## src/rtl/fft_fsl_arbiter.sv

```systemverilog
// Two-way FSL arbiter in front of a shared FFT coprocessor: one requester owns the
// coprocessor for a full input frame and its matching result frame.
module fft_fsl_arbiter #(
  parameter int FRAME_LEN  = 64,
  parameter int RESULT_LEN = 64
) (
  input  logic        FSL_Clk,
  input  logic        FSL_Rst,
  output logic        S0_Read,
  input  logic [0:31] S0_Data,
  input  logic        S0_Control,
  input  logic        S0_Exists,
  output logic        S1_Read,
  input  logic [0:31] S1_Data,
  input  logic        S1_Control,
  input  logic        S1_Exists,
  output logic        M0_Write,
  output logic [0:31] M0_Data,
  output logic        M0_Control,
  input  logic        M0_Full,
  output logic        M1_Write,
  output logic [0:31] M1_Data,
  output logic        M1_Control,
  input  logic        M1_Full,
  output logic        FFT_M_Write,
  output logic [0:31] FFT_M_Data,
  output logic        FFT_M_Control,
  input  logic        FFT_M_Full,
  output logic        FFT_S_Read,
  input  logic [0:31] FFT_S_Data,
  input  logic        FFT_S_Control,
  input  logic        FFT_S_Exists,
  output logic        Busy,
  output logic        Owner,
  output logic        Frame_Done
);

  typedef enum logic [1:0] {IDLE, LOAD, DRAIN} state_t;

  localparam logic [7:0] FRAME_LAST  = 8'(FRAME_LEN - 1);
  localparam logic [7:0] RESULT_LAST = 8'(RESULT_LEN - 1);

  state_t      state, state_d;
  logic        owner, owner_d;
  logic        last_grant, last_grant_d;
  logic [7:0]  cnt, cnt_d;
  logic        grantee;
  logic        src_exists, src_ctrl, dst_full;
  logic [0:31] src_data;
  logic        in_xfer, out_xfer;

  always_ff @(posedge FSL_Clk or negedge FSL_Rst) begin
    if (!FSL_Rst) begin
      state      <= IDLE;
      owner      <= 1'b0;
      last_grant <= 1'b1;   // requester 0 wins the first tie
      cnt        <= 8'd0;
    end else begin
      state      <= state_d;
      owner      <= owner_d;
      last_grant <= last_grant_d;
      cnt        <= cnt_d;
    end
  end

  assign Busy  = (state != IDLE);
  assign Owner = owner;

  always_comb begin
    src_exists    = owner ? S1_Exists  : S0_Exists;
    src_ctrl      = owner ? S1_Control : S0_Control;
    src_data      = owner ? S1_Data    : S0_Data;
    dst_full      = owner ? M1_Full    : M0_Full;
    in_xfer       = (state == LOAD)  && src_exists   && !FFT_M_Full;
    out_xfer      = (state == DRAIN) && FFT_S_Exists && !dst_full;
    grantee       = (S0_Exists && S1_Exists) ? ~last_grant : S1_Exists;

    state_d       = state;
    owner_d       = owner;
    last_grant_d  = last_grant;
    cnt_d         = cnt;
    S0_Read       = 1'b0;
    S1_Read       = 1'b0;
    M0_Write      = 1'b0;
    M0_Data       = '0;
    M0_Control    = 1'b0;
    M1_Write      = 1'b0;
    M1_Data       = '0;
    M1_Control    = 1'b0;
    FFT_M_Write   = 1'b0;
    FFT_M_Data    = '0;
    FFT_M_Control = 1'b0;
    FFT_S_Read    = 1'b0;
    Frame_Done    = 1'b0;

    case (state)
      IDLE: begin
        if (S0_Exists || S1_Exists) begin
          owner_d      = grantee;
          last_grant_d = grantee;
          cnt_d        = 8'd0;
          state_d      = LOAD;
        end
      end
      LOAD: begin
        FFT_M_Data    = src_data;
        FFT_M_Control = src_ctrl;
        FFT_M_Write   = in_xfer;
        S0_Read       = in_xfer && !owner;
        S1_Read       = in_xfer &&  owner;
        // configuration words ride along without consuming frame slots
        if (in_xfer && !src_ctrl) begin
          if (cnt == FRAME_LAST) begin
            cnt_d   = 8'd0;
            state_d = DRAIN;
          end else begin
            cnt_d = cnt + 8'd1;
          end
        end
      end
      DRAIN: begin
        FFT_S_Read = out_xfer;
        if (!owner) begin
          M0_Write   = out_xfer;
          M0_Data    = FFT_S_Data;
          M0_Control = FFT_S_Control;
        end else begin
          M1_Write   = out_xfer;
          M1_Data    = FFT_S_Data;
          M1_Control = FFT_S_Control;
        end
        if (out_xfer) begin
          if (cnt == RESULT_LAST) begin
            Frame_Done = 1'b1;
            cnt_d      = 8'd0;
            state_d    = IDLE;
          end else begin
            cnt_d = cnt + 8'd1;
          end
        end
      end
      default: state_d = IDLE;
    endcase
  end

endmodule
```

## config.mk

```make
export PLATFORM = sky130hd
export DESIGN_NAME = fft_fsl_arbiter
export DESIGN_NICKNAME = d
export VERILOG_FILES = /design/src/rtl/fft_fsl_arbiter.sv
export SDC_FILE = /design/constraint.sdc
export NUM_CORES = 1
export LEC_CHECK = 0
export BUFFER_PORTS_ARGS = -buffer_cell sky130_fd_sc_hd__buf_2
export CAP_MARGIN = 10
export CORE_AREA = 2 2 84 86
export CTS_CLUSTER_SIZE = 10
export DETAILED_ROUTE_END_ITERATION = 10
export DIE_AREA = 0 0 86 88
export HOLD_SLACK_MARGIN = 0.1
export PLACE_DENSITY = 0.81
export SYNTH_ARGS = -nofsm -noshare
export SYNTH_HDL_FRONTEND = slang
export SYNTH_SLANG_ARGS = --single-unit
```

## constraint.sdc

```tcl
create_clock -name FSL_Clk -period 1.8 [get_ports FSL_Clk]
set_clock_uncertainty 0.05 [all_clocks]
set_input_delay 0.36 -clock FSL_Clk [delete_from_list [all_inputs] [get_ports FSL_Clk]]
set_output_delay 0.36 -clock FSL_Clk [all_outputs]
set_load 0.1 [all_outputs]
```

# Word level (Yosys, flattened, before mapping)
# Cells that the tools add are included.
# Widths: inputs -> output; s select.
# word_totals
regBits	12
latchBits	0
ramBits	0
mem_bits_ro	0
in_bits	107
output_inout_bits	108
elab_cells	70
mem_count	0
# op_classes
add_sub_neg	1
multipliers	0
div_mod_pow	0
n_lt_le_gt_ge	0
eq_ne	8
n_shift	0
n_mux	37
bitwise_logic	1
reduce_logical	19
# op_table
cell	count
$mux 32	6
$mux 8	4
$pmux 8 s3	1
$mux 1	20
$mux 2	5
$add 8x1->8 const B	1
$eq 8x6->1 const B	1
$logic_and 1x1->1	8
$ne 2x1->1 const B	3
$pmux 2 s3	1
$reduce_and 5->1	1
$logic_not 1->1	4
$ne 2x2->1 const B	2
$reduce_and 4->1	1
$reduce_bool 3->1	1
$eq 2x1->1 const B	1
$eq 2x2->1 const B	1
$logic_not 2->1	1
$reduce_and 2->1	1
$reduce_bool 2->1	1
$logic_or 1x1->1	1
$not 1->1	1

# Longest topological paths before layout
# Gate-level depths: netlist of run 1.
# logic_depth
depth_word	6
depth_mapped	8
ltp_nobuf	7

# Worst setup path before layout of run 1
# OpenSTA, ideal clock, no wires.
# synth_timing
kind	reg2out
start	register owner, in the netlist Owner
end	output port S1_Read
arrival_ns	3.451
slack_ns	-2.061
stages_incl_launch_ff	5
n_path_buf	1
path_cell_list	dfrtp_1 buf_6 mux2i_1 nor2_1 and2_1
# synth_between
elab_chain_cells	5
# synth_lines
element	line	text
start, declared	44	logic owner, owner_d;
start signal, assigned	60	owner <= owner_d;
$mux 1	70	src_exists = owner ? S1_Exists : S0_Exists;
$logic_and 1x1->1 (2 in a row)	74	in_xfer = (state == LOAD) && src_exists && !FFT_M_Full;
$logic_and 1x1->1 *	110	S1_Read = in_xfer && owner;
$mux 1 *	96	case (state)
end, declared	13	output logic S1_Read,
# Every way passes the cells marked *; elsewhere a longest branch is shown, timed or not.

# Worst setup path in the final report of run 1
# layout_timing
start	register owner, in the netlist Owner
end	output port FFT_M_Data[12] (netlist bit)
# layout_between
elab_chain_cells	2
# layout_lines
element	line	text
$mux 32	72	src_data = owner ? S1_Data : S0_Data;
$mux 32	96	
end, declared	26	output logic [0:31] FFT_M_Data,
# Every way passes these cells.

==> results.json, run 1 <==
{
  "p_comb_share_pct": 69.6,
  "wl_per_cell_um": 23.5,
  "r2r_start": "state[0]$_DFFE_PN0P_",
  "postPlaceCellArea_um2": 5320,
  "synth.distinct_cells": 36,
  "core.rowCount": 30,
  "grt_pass1_wl_mm": 17.5,
  "clock.fmax_mhz": 465,
  "drtAntennaViolNets": 0,
  "fillers": 240,
  "register_area_um2": 305,
  "tightestPinTransition_ps": 337,
  "drive_above_1_share_pct": 90.0,
  "met3_usage_pct": 6.60,
  "seqPwrFrac_pct": 16.3,
  "async_reset_ff_share_pct": 100,
  "arrival_ps": 1740,
  "first_pass_iters": 4,
  "antenna_found_initial": 0,
  "slowest_delay_ps": 530,
  "coreArea_um2": 6640,
  "htree_levels": 1,
  "dpl.hpwl_mm": 8.22,
  "intPower_mw": 1.15,
  "ys.flop_type": "dfrtp_1",
  "slew_headroom_pct": 77.1,
  "yosysSeqAreaShare_pct": 17.5,
  "cts.sinks": 12,
  "final_cell_mix": "115 x buf_12, 106 x buf_2, 36 x nor2_4",
  "syn_area_um2": 1730,
  "global_route.usage.met2_pct": 62.0,
  "grt_max_degree": 23,
  "n_antenna_cell": 0,
  "wl_mm": 13.4,
  "min_period_ps": 2150,
  "finalHoldViolCount": 0,
  "outcome": "finished, violations left",
  "crit_start": "Owner$_DFFE_PN0P_",
  "ir_worst_vdd_uv": 946,
  "post-route-period-util_pct": 119,
  "rsz0062_at_grt": "yes",
  "netlist.area_leader.share_pct": 20.9,
  "crit_chain": "buf_6 -> clkbuf_16 -> mux2i_2 -> nor2_4 -> buf_12",
  "drc_errors": 0,
  "startpoint_type": "flip-flop",
  "violations": "setup timing",
  "synth_nets": 347,
  "fin_nets": 604,
  "die_height_um": 88,
  "tns_ps": -30860,
  "clk_pin_slew_ps": 60,
  "overflow": 0,
  "min_from": "S1_Exists",
  "required_ps": 1390,
  "path_max_fanout": 8,
  "grt_pass1_vias": 3210,
  "p_leak_nw": 2.59,
  "grt_use_met1_pct": 29.1,
  "avgSynthCellArea_um2": 7.37,
  "multi_input_area_um2": 2150,
  "busiest_layer": "met2",
  "slew_violations": 0,
  "yosysTopAreaCell": "mux2i_1",
  "initial_core_util_pct": 26.0,
  "setup_viol": 117,
  "synthTopCellsByArea": "mux2i_1 21%, dfrtp_1 16%, and2_1 13%, and3_1 13%, nor2_1 8.5%",
  "final_common_cell": "buf_12",
  "sw_frac_of_total_pct": 49.8,
  "track_usage_pct": 30.0,
  "path_delay_family": "flip-flops",
  "drtIter0Drc": 70,
  "synth-edff-count": 0,
  "cts-buffers-inserted": 3,
  "final.setup.worst_slack_ps": -350,
  "die_area_um2": 7570,
  "vias_per_cell": 5.24,
  "ys_seq_elements": 12,
  "gp_congestion": 0.804,
  "tritoncts": "done",
  "synthCells": 234,
  "slowest_stage": "dfrtp_4",
  "fin_area_um2": 6030,
  "ys_warn_count": 0,
  "end_kind": "output port",
  "io_buffer_count": 214,
  "cts-root-buf": "clkbuf_8",
  "cts_buffer_depth": 2,
  "crit_buf_inv": 3,
  "netSwitchingPower_mw": 1.15,
  "io_pins": 215,
  "pwr-share-clk_pct": 14.1,
  "areaGrowthSynthToFinish_pct": 250,
  "critPathKind": "reg2out",
  "powerDensity_nw_per_um2": 382,
  "hold_path_class": "in2reg",
  "vias": 2989,
  "cap_violations": 0,
  "clk_latency_ps": 260,
  "die_w_um": 86
}
## layer usage
layer / routed length (µm) / part of all wire [%]
met1: 4260 / 32
met2: 7570 / 56
met3: 895 / 6.7
met4: 668 / 5.0
met5: 0 / 0
## worst register-to-register path, cell delays in order, from the launching register on
cell,delay [ps]
dfrtp_1,420
inv_2,80
buf_4,140
buf_6,110
ha_4,170
clkinvlp_4,90
o32a_4,160
nand4b_1,150
buf_6,190
or2_4,260
o41ai_2,200
## repair_timing
item                                   CTS  global route
setup buffers                           12            13
endpoints found under the hold margin   11             0
hold buffers                             1             0
gates resized for setup                 41            47
gates cloned                             3             3
pin swaps                               13            11
setup endpoints to repair              116           117
## area by class of cell
class | count | share of cell area [%]
flip-flops and latches | 12 | 5.06
inverters | 6 | 0.581
clock buffers | 4 | 0.912
well taps | 80 | 1.66
multi-input cells | 197 | 35.7
repair buffers | 271 | 56.1
## worst paths after layout
check / to / slack, ps / cells past startpoint
hold reg to reg: cnt[7]$_DFFE_PN0P_ / 500 / 1
setup reg to reg: cnt[7]$_DFFE_PN0P_ / -330 / 10
hold / removal: Owner$_DFFE_PN0P_ / 410 / 2
setup / recovery: FFT_M_Data[12] / -350 / 5
min in group asynchronous: cnt[5]$_DFFE_PN0P_ / 480 / 2
max in group asynchronous: last_grant$_DFFE_PN1P_ / 940 / 2
## state kept, by name, indices dropped and copies added, names as in the netlist
register	cells
last_grant	1
cnt	8
Owner	1
state	2
## cell usage after synthesis, types with 2 or more instances
cell	number
o21ai_0	11
buf_2	3
ha_1	6
nand3_1	3
nor2_1	39
nand2_1	8
dfrtp_1	11
and2_1	35
inv_1	5
mux2i_1	36
nand2b_1	2
o31ai_1	3
clkbuf_1	15
and3_1	35
## per-stage QoR
stage          setup slack (ps)  utilization [%]  cells  hold WS (ps)  power, mW
2_1_floorplan              -533                -    234          14.4       1.16
3_3_place_gp              -50.9             80.1    537           200       1.70
3_5_place_dp               -131             80.1    537           208       1.74
4_1_cts                    -258             86.5    557           328       2.13
5_1_grt                    -374             90.8    570           419       2.36
6_report                   -350             90.8    570           405       2.30
## cells by family after synthesis
family          after synthesis  share of synthesized area (%)
compound gates               22                           8.63
mux                          37                           21.5
flops                        12                           17.5
simple gates                132                           41.9
fa+ha+maj                     6                           4.35
buf+inv                      25                           6.09
## power by group through the flow
stage	Clock [mW]	Combinational (mW)	Sequential [mW]
6_report	0.325	1.60	0.376
5_1_grt	0.336	1.65	0.380
4_1_cts	0.314	1.45	0.365
3_5_place_dp	0	1.37	0.371
3_3_place_gp	0	1.33	0.366
2_1_floorplan	0	0.800	0.364
Note: power is estimated with default switching activity, not from simulation.
==> inputs of run 2 (changes only) <==
--- a/config.mk
+++ b/config.mk
@@ -10,3 +10,3 @@
 export CORE_AREA = 2 2 84 86
-export CTS_CLUSTER_SIZE = 10
+export CTS_CLUSTER_SIZE = 24
 export DETAILED_ROUTE_END_ITERATION = 10
@@ -14,3 +14,3 @@
 export HOLD_SLACK_MARGIN = 0.1
-export PLACE_DENSITY = 0.81
+export PLACE_DENSITY_LB_ADDON = 0.25
 export SYNTH_ARGS = -nofsm -noshare
==> constraint.sdc (replaced) <==
create_clock -name FSL_Clk -period 1.8 [get_ports FSL_Clk]
set_clock_uncertainty 0.05 [all_clocks]
set_input_delay 0.27 -clock FSL_Clk [delete_from_list [all_inputs] [get_ports FSL_Clk]]
set_output_delay 0.27 -clock FSL_Clk [all_outputs]
set_load 0.1 [all_outputs]
==> run 2 against run 1 <==
Compared with the run above:
- the run still ends with setup timing left
- sequential power hardly changed
- wire length is 14% lower
- global-route usage is 4.6 points lower
- via count is 3.4% lower
- critical path type is now reg2reg
==> results.json, run 2 (same netlist as run 1, synthesis figures left out) <==
{
  "reg_top3": "cnt (8), state (2)",
  "cts-buffers-inserted": 3,
  "track_usage_pct": 25.4,
  "drc_errors": 0,
  "slew_headroom_pct": 77.7,
  "cts.sinks": 12,
  "arrival_ps": 2110,
  "die_height_um": 88,
  "min_period_ps": 2030,
  "clk_latency_ps": 240,
  "io_pins": 215,
  "final.setup.worst_slack_ps": -230,
  "required_ps": 1880,
  "clock.fmax_mhz": 492,
  "n_antenna_cell": 0,
  "grt_pass1_wl_mm": 15.2,
  "r2r_end": "cnt[3]$_DFFE_PN0P_",
  "rrSetupSlack_ps": -230,
  "critPathKind": "reg2reg",
  "antenna_found_initial": 0,
  "drive_above_1_share_pct": 88.4,
  "initial_core_util_pct": 26.0,
  "hold_depth": 2,
  "gp_congestion": 0.820,
  "dpl.hpwl_mm": 8.02,
  "path_max_fanout": 3,
  "cts-root-buf": "clkbuf_8",
  "p_leak_nw": 2.52,
  "die_w_um": 86,
  "min_from": "S0_Exists",
  "htree_levels": 1,
  "startpoint_type": "flip-flop",
  "grt_max_degree": 29,
  "register_area_um2": 305,
  "slew_violations": 0,
  "core.rowCount": 30,
  "first_pass_iters": 4,
  "setup_viol": 116,
  "drtAntennaViolNets": 0,
  "die_area_um2": 7570,
  "areaGrowthSynthToFinish_pct": 240,
  "cap_violations": 0,
  "io_buffer_count": 214,
  "dp_slack_ps": -78.7,
  "tightestPinTransition_ps": 325,
  "finalHoldViolCount": 0,
  "fin_nets": 595,
  "post-route-period-util_pct": 113,
  "vias": 2887,
  "powerDensity_nw_per_um2": 371,
  "wl_per_cell_um": 20.5,
  "violations": "setup timing",
  "clk_pin_slew_ps": 50,
  "tritoncts": "done",
  "r2r_start": "state[1]$_DFFE_PN0P_",
  "drtIter0Drc": 44,
  "ir_worst_vdd_uv": 488,
  "hold_path_class": "in2reg",
  "cts_buffer_depth": 2,
  "final_cell_mix": "116 x buf_12, 106 x buf_2, 36 x nor2_4",
  "outcome": "finished, violations left",
  "grt_pass1_vias": 2994,
  "tns_ps": -11020,
  "reg2regPathDepth": 8,
  "top_register": "cnt",
  "largest_reg_flops": 8,
  "holdPathEnd": "last_grant$_DFFE_PN1P_",
  "end_kind": "flip-flop",
  "final_common_cell": "buf_12",
  "multi_input_area_um2": 2090,
  "coreArea_um2": 6640,
  "rsz0062_at_grt": "yes",
  "power_mw": 2.18,
  "vias_per_cell": 5.15,
  "fillers": 287,
  "overflow": 0,
  "wl_mm": 11.5
}
-- run 2: cell count changes in the layout (fill, tap and decap cells not counted), moves of 2 or more --
cell | previous run | this run
buf_6 | 16 | 10
mux2i_4 | 6 | 1
mux2i_2 | 25 | 22
o21ai_2 | 4 | 6
o21ai_0 | 5 | 2
buf_4 | 27 | 22
mux2i_1 | 5 | 13
buf_8 | 0 | 2
-- run 2: worst max-delay path: stages, from the launching register on --
cell and delay [ps]:
dfrtp_1 420, inv_2 80, buf_6 130, ha_4 170, clkinvlp_4 90, o32a_4 170, nand4b_1 140, or3b_4 440
o31ai_2 230
-- run 2: worst max path at each step --
stage / startpoint / endpoint / depth (start not counted)
after detailed placement: Owner$_DFFE_PN0P_ / cnt[0]$_DFFE_PN0P_ / 5
final: state[1]$_DFFE_PN0P_ / cnt[3]$_DFFE_PN0P_ / 8
after global placement: cnt[0]$_DFFE_PN0P_ / state[1]$_DFFE_PN0P_ / 6
after CTS: Owner$_DFFE_PN0P_ / FFT_M_Data[15] / 4
after global routing: state[1]$_DFFE_PN0P_ / cnt[3]$_DFFE_PN0P_ / 8
after floorplan: Owner$_DFFE_PN0P_ / S1_Read / 4
-- run 2: final cells by class --
type / instances / share of cell area [%]
repair buffers: 262 / 56.2
multi-input cells: 197 / 35.5
flip-flops and latches: 12 / 5.20
well taps: 80 / 1.70
clock buffers: 4 / 0.767
inverters: 6 / 0.554
-- run 2: through the flow --
stage	area (µm²)	hold slack, ps	instances	util [%]
final	5870	271	561	88.4
after global routing	5870	271	561	88.4
after CTS	5670	264	556	85.4
after detailed placement	5300	113	538	79.8
after global placement	5300	113	538	79.8
after floorplan	2370	-75.6	234	-
-- run 2: power breakdown --
group / internal (mW) / switching [mW]
clock: 0.156 / 0.0972
combinational: 0.626 / 0.919
sequential: 0.318 / 0.0615
-- run 2: timing repair --
action | in CTS | in global routing
endpoints found under the setup margin | 116 | 117
resized for setup | 37 | 40
setup buffers | 9 | 4
endpoints found under the hold margin | 11 | 0
pin swaps | 14 | 12
hold buffers | 1 | 0
gates cloned | 4 | 2
-- run 2: layer usage --
| layer | up-vias | GRT usage (%) | part of all wire (%) |
|---|---|---|---|
| li1 | 1305 | - | - |
| met2 | 178 | 53.3 | 59 |
| met5 | - | 0 | 0 |
| met4 | 0 | 7.07 | 3.2 |
| met3 | 38 | 4.15 | 6.5 |
| met1 | 1366 | 25.2 | 32 |
